## src/rtl/arcade_ctrl_mapper.sv

```systemverilog
// Player-control front end: merges keyboard and MiST joysticks, rotates, shapes coins.
// Optional autofire is compiled in when the AUTOFIRE_EN macro is defined.
module arcade_ctrl_mapper #(
   parameter int NPLAYERS    = 2,
   parameter int SHARED_CTRL = 1,
   parameter int COIN_PULSE  = 18000,
   parameter int COIN_GAP    = 90000,
   parameter int AF_HALF     = 900000
) (
   input  logic                    clk_sys,
   input  logic                    reset,
   input  logic [1:0]              rotate,
   input  logic [9:0]              kbjoy,
   input  logic [8*NPLAYERS-1:0]   joy_in,
   input  logic                    af_enable,
   output logic [7*NPLAYERS-1:0]   p_csjudlr,
   output logic                    coin_busy
);

   localparam int MAXC = (COIN_PULSE > COIN_GAP) ? COIN_PULSE : COIN_GAP;
   localparam int CW   = (MAXC < 2) ? 1 : $clog2(MAXC + 1);
   localparam logic [CW-1:0] P_LAST = CW'(COIN_PULSE - 1);
   localparam logic [CW-1:0] G_LAST = (COIN_GAP > 0) ? CW'(COIN_GAP - 1) : '0;

   typedef enum logic [1:0] {
      IDLE  = 2'd0,
      PULSE = 2'd1,
      GAP   = 2'd2
   } coin_st_t;

   // {fire,U,D,L,R} vectors
   logic [4:0]                kb_v;
   logic [4:0]                all_v;
   logic [NPLAYERS-1:0][4:0]  raw;
   logic [NPLAYERS-1:0]       fire_nx;
   logic [NPLAYERS-1:0]       start_nx;

   logic [NPLAYERS-1:0][3:0]  dir_q;
   logic [NPLAYERS-1:0]       fire_q;
   logic [NPLAYERS-1:0]       start_q;

   coin_st_t                  coin_st;
   logic [CW-1:0]             coin_cnt;
   logic                      coin_q;
   logic                      coin_prev;
   logic                      coin_armed;
   logic                      coin_edge_q;

   logic [NPLAYERS-1:0][2:0]  unused_joy_hi;

   assign kb_v = {kbjoy[0], kbjoy[4], kbjoy[5], kbjoy[6], kbjoy[7]};

   // Rotate {U,D,L,R} for the cabinet orientation
   function automatic logic [3:0] rot_dir(input logic [1:0] r,
                                          input logic [3:0] v);
      logic u, d, l, rr;
      logic [3:0] o;
      u  = v[3];
      d  = v[2];
      l  = v[1];
      rr = v[0];
      case (r)
         2'd0:    o = {u, d, l, rr};
         2'd1:    o = {l, rr, d, u};
         2'd2:    o = {d, u, rr, l};
         default: o = {rr, l, u, d};
      endcase
      return o;
   endfunction

   // Merge sources into per-player raw controls
   always_comb begin
      all_v = kb_v;
      raw   = '0;
      for (int n = 0; n < NPLAYERS; n++)
         all_v = all_v | joy_in[8*n +: 5];
      for (int n = 0; n < NPLAYERS; n++) begin
         if (SHARED_CTRL != 0)
            raw[n] = all_v;
         else if (n == 0)
            raw[n] = joy_in[8*n +: 5] | kb_v;
         else
            raw[n] = joy_in[8*n +: 5];
      end
   end

   // Start buttons exist for the first two players only
   always_comb begin
      start_nx = '0;
      for (int n = 0; n < NPLAYERS; n++)
         start_nx[n] = (n == 0) ? kbjoy[1] :
                       (n == 1) ? kbjoy[2] : 1'b0;
   end

   // Joystick bits [7:5] carry nothing for these cores
   always_comb begin
      unused_joy_hi = '0;
      for (int n = 0; n < NPLAYERS; n++)
         unused_joy_hi[n] = joy_in[8*n+5 +: 3];
   end

`ifdef AUTOFIRE_EN
   localparam int AW = (AF_HALF < 2) ? 1 : $clog2(AF_HALF + 1);
   localparam logic [AW-1:0] AF_LAST = AW'(AF_HALF - 1);

   // af_off = 1 marks the silent half of the autofire period
   logic [NPLAYERS-1:0][AW-1:0] af_cnt;
   logic [NPLAYERS-1:0]         af_off;
   logic [NPLAYERS-1:0]         af_off_nx;
   logic [NPLAYERS-1:0]         af_wrap;
   logic [NPLAYERS-1:0]         fire_prev;
   logic [NPLAYERS-1:0]         fire_edge;
   logic [1:0]                  unused_kb;

   assign unused_kb = kbjoy[9:8];

   // Next autofire phase; a new press restarts on the firing half
   always_comb begin
      af_off_nx = '0;
      af_wrap   = '0;
      fire_edge = '0;
      fire_nx   = '0;
      for (int n = 0; n < NPLAYERS; n++) begin
         fire_edge[n] = raw[n][4] & ~fire_prev[n];
         af_wrap[n]   = (af_cnt[n] == AF_LAST);
         if (fire_edge[n])
            af_off_nx[n] = 1'b0;
         else if (af_wrap[n])
            af_off_nx[n] = ~af_off[n];
         else
            af_off_nx[n] = af_off[n];
         fire_nx[n] = raw[n][4] & ~(af_enable & af_off_nx[n]);
      end
   end

   // Free-running autofire counters, realigned on each press
   always_ff @(posedge clk_sys or posedge reset) begin
      if (reset) begin
         af_cnt    <= '0;
         af_off    <= '0;
         fire_prev <= '0;
      end else begin
         for (int n = 0; n < NPLAYERS; n++) begin
            fire_prev[n] <= raw[n][4];
            af_off[n]    <= af_off_nx[n];
            if (fire_edge[n] || af_wrap[n])
               af_cnt[n] <= '0;
            else
               af_cnt[n] <= af_cnt[n] + AW'(1);
         end
      end
   end
`else
   logic [2:0] unused_kb;

   assign unused_kb = {af_enable, kbjoy[9:8]};

   // Fire passes straight through from the merged sources
   always_comb begin
      fire_nx = '0;
      for (int n = 0; n < NPLAYERS; n++)
         fire_nx[n] = raw[n][4];
   end
`endif

   // Register rotated directions, fire and start per player
   always_ff @(posedge clk_sys or posedge reset) begin
      if (reset) begin
         dir_q   <= '0;
         fire_q  <= '0;
         start_q <= '0;
      end else begin
         for (int n = 0; n < NPLAYERS; n++) begin
            dir_q[n]   <= rot_dir(rotate, raw[n][3:0]);
            fire_q[n]  <= fire_nx[n];
            start_q[n] <= start_nx[n];
         end
      end
   end

   // Coin edge detect; not armed until one clock after reset so a held key is ignored
   always_ff @(posedge clk_sys or posedge reset) begin
      if (reset) begin
         coin_prev   <= 1'b0;
         coin_armed  <= 1'b0;
         coin_edge_q <= 1'b0;
      end else begin
         coin_prev   <= kbjoy[3];
         coin_armed  <= 1'b1;
         coin_edge_q <= coin_armed & kbjoy[3] & ~coin_prev;
      end
   end

   // Coin shaper: fixed pulse then hold-off, edges outside IDLE dropped
   always_ff @(posedge clk_sys or posedge reset) begin
      if (reset) begin
         coin_st   <= IDLE;
         coin_cnt  <= '0;
         coin_q    <= 1'b0;
         coin_busy <= 1'b0;
      end else begin
         case (coin_st)
            IDLE: begin
               coin_cnt <= '0;
               if (coin_edge_q) begin
                  coin_st   <= PULSE;
                  coin_q    <= 1'b1;
                  coin_busy <= 1'b1;
               end
            end
            PULSE: begin
               if (coin_cnt == P_LAST) begin
                  coin_cnt <= '0;
                  coin_q   <= 1'b0;
                  if (COIN_GAP == 0) begin
                     coin_st   <= IDLE;
                     coin_busy <= 1'b0;
                  end else begin
                     coin_st <= GAP;
                  end
               end else begin
                  coin_cnt <= coin_cnt + CW'(1);
               end
            end
            GAP: begin
               if (coin_cnt == G_LAST) begin
                  coin_cnt  <= '0;
                  coin_st   <= IDLE;
                  coin_busy <= 1'b0;
               end else begin
                  coin_cnt <= coin_cnt + CW'(1);
               end
            end
            default: begin
               coin_st   <= IDLE;
               coin_cnt  <= '0;
               coin_q    <= 1'b0;
               coin_busy <= 1'b0;
            end
         endcase
      end
   end

   // Pack player slices as {coin,start,fire,U,D,L,R}
   always_comb begin
      p_csjudlr = '0;
      for (int n = 0; n < NPLAYERS; n++)
         p_csjudlr[7*n +: 7] = {(n == 0) ? coin_q : 1'b0,
                                start_q[n], fire_q[n], dir_q[n]};
   end

endmodule

```

## config.mk

```make
export PLATFORM = sky130hd
export DESIGN_NAME = arcade_ctrl_mapper
export DESIGN_NICKNAME = d
export VERILOG_FILES = /design/src/rtl/arcade_ctrl_mapper.sv
export SDC_FILE = /design/constraint.sdc
export NUM_CORES = 1
export LEC_CHECK = 0
export BUFFER_PORTS_ARGS = -buffer_cell sky130_fd_sc_hd__buf_4
export CAP_MARGIN = 0
export CELL_PAD_IN_SITES_DETAIL_PLACEMENT = 0
export CELL_PAD_IN_SITES_GLOBAL_PLACEMENT = 2
export CORE_MARGIN = 2
export CORE_UTILIZATION = 28
export CTS_CLUSTER_DIAMETER = 120
export DETAILED_ROUTE_END_ITERATION = 10
export GPL_ROUTABILITY_DRIVEN = 0
export MAX_ROUTING_LAYER = met4
export PLACE_DENSITY_LB_ADDON = 0.1
export SYNTH_ARGS = -nofsm -noshare
export SYNTH_HDL_FRONTEND = slang
export SYNTH_SLANG_ARGS = --single-unit
```

## constraint.sdc

```tcl
create_clock -name clk_sys -period 1.9 [get_ports clk_sys]
set_clock_uncertainty 0.05 [all_clocks]
set_input_delay 0.19 -clock clk_sys [delete_from_list [all_inputs] [get_ports clk_sys]]
set_output_delay 0.19 -clock clk_sys [all_outputs]
set_load 0.02 [all_outputs]
```

Yosys cells after proc, flatten, opt, wreduce, memory -nomap -nowiden
Cells that the tools add are included.
{"block": "word_totals", "register_bits": 31, "input_bits": 31, "wordCells": 45}
{"block": "classes", "addsub": 1, "eq_ne": 9, "mux": 13, "n_bitwise": 7, "reduce_logical": 5}
{"op": "$mux 17", "n": 2}
{"op": "$pmux 17 s2", "n": 1}
{"op": "$add 17x1->17 const B", "n": 1}
{"op": "$eq 17x15->1 const B", "n": 1}
{"op": "$eq 17x17->1 const B", "n": 1}
{"op": "$pmux 4 s3", "n": 1}
{"op": "$or 5x5->5", "n": 2}
{"op": "$reduce_and 3->1", "n": 3}
{"op": "$mux 2", "n": 3}
{"op": "$ne 2x2->1 const B", "n": 3}
{"op": "$pmux 1 s3", "n": 2}
{"op": "$pmux 2 s3", "n": 1}
{"op": "$eq 2x1->1 const B", "n": 2}
{"op": "$eq 2x2->1 const B", "n": 2}
{"op": "$logic_not 2->1", "n": 2}
{"op": "$mux 1", "n": 3}
{"op": "$not 1->1", "n": 3}
{"op": "$and 1x1->1", "n": 2}

Depth between registers and ports, before layout
{"block": "logic_depth", "ltp_word": 3, "mapped_depth": 8}

Worst setup path before layout
Ideal clock, no wire load.
{"block": "synth_path", "kind": "reg2reg", "startpoint": "register coin_cnt[0]", "endpoint": "register coin_cnt[4]", "setup_time_ps": 119, "arrival_time_ps": 1683, "setup_slack_ps": 49, "path_stages_with_launch": 9, "path_buffers": 2, "path_cell_list": "dfrtp_1 ha_1 and3_1 nand4_1 o31ai_4 a21bo_1 buf_6 buf_12 nor2_1"}
{"block": "synth_via", "elab_chain_cells": 3, "elab_cells_between_ends": 6}
{"element": "from (decl)", "line_no": "43", "rtl": "logic [CW-1:0] coin_cnt;"}
{"element": "from (signal assigned)", "line_no": "222", "rtl": "coin_cnt <= coin_cnt + CW'(1);"}
{"element": "from (signal assigned)", "line_no": "231", "rtl": "coin_cnt <= coin_cnt + CW'(1);"}
{"element": "$add 17x1->17 (tied with other cells)", "line_no": "222, 231"}
{"element": "$mux 17 (on tied branches)", "line_no": "226, 212"}
{"element": "$pmux 17 s2 *", "line_no": "202", "rtl": "case (coin_st)"}
Mark *: on every way between the ends. The rest lies on a longest branch, timed or not.
A chain may end at the register's enable or synchronous reset.

Final worst setup path
{"block": "layout_path", "startpoint": "register coin_cnt[7]", "endpoint": "register coin_cnt[15]"}
Same word-level chain as after synthesis.

==> results.cfg <==
[power]
max-vdd-ir-drop_mv = 0.2418
power_per_standard_cell_area_mw_per_mm2 = 929.9
power.leakage_nw = 0.8936
power_mw = 1.884

[drt]
wl_per_cell_um = 11.59
drt-vias-per-instance = 4.473
highest-signal-layer = met4
initialDrtViolationCount = 55
route.detailed.drc = 0
drtPass1Iterations = 4
finalWirelength_um = 3013
drtAntennaViolNets = 0
dr_wl_met3_um = 157
dr_total_vias = 1163
met1_wirelength_um = 1267
total_met2_wirelength_after_detailed_routing_um = 1526

[die]
die_height_um = 77.69
core_mm2 = 0.005172
fp.dieW_um = 77.69
starting_density = 0.2939
ioPinCount = 46
std_cell_rows = 26
total_die_area_mm2 = 0.006035

[synthesis]
syn-instance-count = 143
leading_cell_type_by_number_of_instances_after_synthesis = sky130_fd_sc_hd__dfrtp_1
fraction_of_post_synthesis_cell_area_in_the_top_cell_type_by_area = 0.5103
avgSynthCellArea_um2 = 10.63
synth_seq_cells = 31
dominantRegCellSynth = sky130_fd_sc_hd__dfrtp_1
yosysUniqueCellTypes = 31
synth_area_leader_cell = sky130_fd_sc_hd__dfrtp_1
synth-edff-count = 0
synth_top_cells_by_area = sky130_fd_sc_hd__dfrtp_1, sky130_fd_sc_hd__xor2_1, sky130_fd_sc_hd__nor2_1
postSynth.asyncResetShare = 1.000
synth.top_cells.by_count = sky130_fd_sc_hd__dfrtp_1, sky130_fd_sc_hd__nor2_1, sky130_fd_sc_hd__xor2_1
synth_nets = 178
seq_area_frac_synth = 0.5103
mappedNetlistArea_mm2 = 0.001520
ys_warn_count = 0

[cts]
cts.reportedPaths.clkPinSlew_ps = 60
post-cts-setup-buffer-count = 0
clock-root-buffer = sky130_fd_sc_hd__clkbuf_8
cts_tree = done
numClockSinks = 31
number_of_buffers_added_by_the_clock_tree_synthesis_step = 5
htreeDepth = 2
clock_insertion_delay_worst_skew_ps = 280
cts_buffer_depth = 2

[global_route]
track_usage = 0.1159
grt_pass1_wl_um = 5319
grt_overflow = 0
grt_max_degree = 18
grt_pass1_vias = 1213
antenna_violations_before_repair = 0

[layout]
antennaDiodeCount = 0
nets = 224
fillerInstances = 522
final_design_area_no_fill_mm2 = 0.002026
post_route_cells_drive_above_1_share = 0.3211
layout_area_overhead_pct = 33.25

[critical_path]
startpoint_type = register
timing.critical_path.fanout_max = 5
path_cells = and4_2, or4b_1, nor2_1, xnor2_1, nor2_1
cp_slowest_cell = sky130_fd_sc_hd__or4b_1
endpoint_kind = register
crit_top_cell = sky130_fd_sc_hd__nor2_1
slowest_delay_ps = 520
worst-endpoint-required_ps = 2020
criticalPathCategory = register to register
worst-endpoint-arrival_ps = 1880

[timing]
post-route-min-period_ps = 1761
max_freq_mhz = 567.8
maxSlewViolCount = 0
grt_setup_unrepaired = false
fin_worst_hold_slack_ps = 49.32
finalSetupTns_ps = 0
setup_viol = 0
final_worst_path_cycle_share = 0.9269
hold_viol_final = 0

[placement]
detailed_place_hpwl_um = 2319
dpl_cell_area_mm2 = 0.001871
port_buffers = 35

[job]
timing.max_cap.violations = 0

[outcome]
outcome = completed

[worst_hold_path]
hold_path_class = primary input to register
-- routing by layer --
metal,GRT usage,vias to the layer above
met2,0.1879,26
li1,-,563
met1,0.1298,567
met3,0.03488,7
met5,-,-
met4,0.05714,0
-- power breakdown --
part           switching [mW]  leakage [nW]  internal, mW
Combinational           0.303         0.445         0.268
Clock                   0.228        0.0515         0.330
Sequential             0.0362         0.397         0.718
-- kinds of logic after synthesis --
logic type / synth area share
fa+ha+maj: 0.03292
compound gates: 0.05679
simple gates: 0.1753
mux: 0.05597
buf+inv: 0.07736
other cells: 0.004940
flops: 0.5103
xor+xnor: 0.08642
-- final cells by class --
class,count,area [um2],share of cell area
sequential,31,775.7,0.3830
multi-input combinational,94,641.9,0.3169
timing repair buffer,49,390.4,0.1927
clock buffer,8,100.1,0.04941
tap,70,87.58,0.04324
inverter,8,30.03,0.01482
-- worst paths after layout --
| check | from | end | slack, ps | cells past startpoint |
|---|---|---|---|---|
| max | coin_cnt[7] | coin_cnt[15] | 140 | 5 |
| min | joy_in[12] | fire_q[0] | 50 | 2 |
| max reg2reg | coin_cnt[7] | coin_cnt[15] | 140 | 5 |
| min reg2reg | coin_prev | coin_edge_q | 350 | 1 |
| max in group asynchronous | reset | coin_cnt[7] | 1150 | 4 |
| min in group asynchronous | reset | start_q[0] | 440 | 4 |
-- sequential cells by signal (all words and copies together) (netlist names) --
name,cells
coin_armed,1
coin_busy,1
coin_cnt,17
coin_edge_q,1
coin_prev,1
coin_q,1
coin_st,2
fire_q,1
p_csjudlr,4
start_q,2
-- critical path, delay by kind of cell (launching register included) --
family | cells | cell delay, ps
DFF | 1 | 420
and+or+nand+nor | 4 | 1050
xor gates and xnor gates | 1 | 140
-- timing repair --
action                     CTS  global route
hold buffers                 4             0
hold endpoints to repair    34             0
resized for setup            0             3
setup endpoints to repair    0            20
-- placed cells by master, fill, tap and decap left out, types with 2 or more instances in the layout --
cell type	count
sky130_fd_sc_hd__a31oi_1	8
sky130_fd_sc_hd__buf_4	44
sky130_fd_sc_hd__clkbuf_8	7
sky130_fd_sc_hd__conb_1	2
sky130_fd_sc_hd__dfrtp_1	31
sky130_fd_sc_hd__dlygate4sd3_1	4
sky130_fd_sc_hd__ha_1	4
sky130_fd_sc_hd__inv_1	8
sky130_fd_sc_hd__mux2_2	4
sky130_fd_sc_hd__mux2i_1	4
sky130_fd_sc_hd__nand2_1	8
sky130_fd_sc_hd__nand3_1	4
sky130_fd_sc_hd__nand4_1	4
sky130_fd_sc_hd__nor2_1	22
sky130_fd_sc_hd__nor3_1	4
sky130_fd_sc_hd__xnor2_1	5
sky130_fd_sc_hd__xor2_1	10
-- per-stage QoR --
stage | setup WS (ps) | util | std cells
finish | 138.8 | 0.3916 | 260
global route | 9.819 | 0.3916 | 260
CTS | 50.09 | 0.3887 | 260
detailed placement | 65.66 | 0.3616 | 248
global placement | 80.72 | 0.3616 | 248
floorplan | 48.70 | - | 143
No activity file was read; power rests on OpenSTA's default activity.
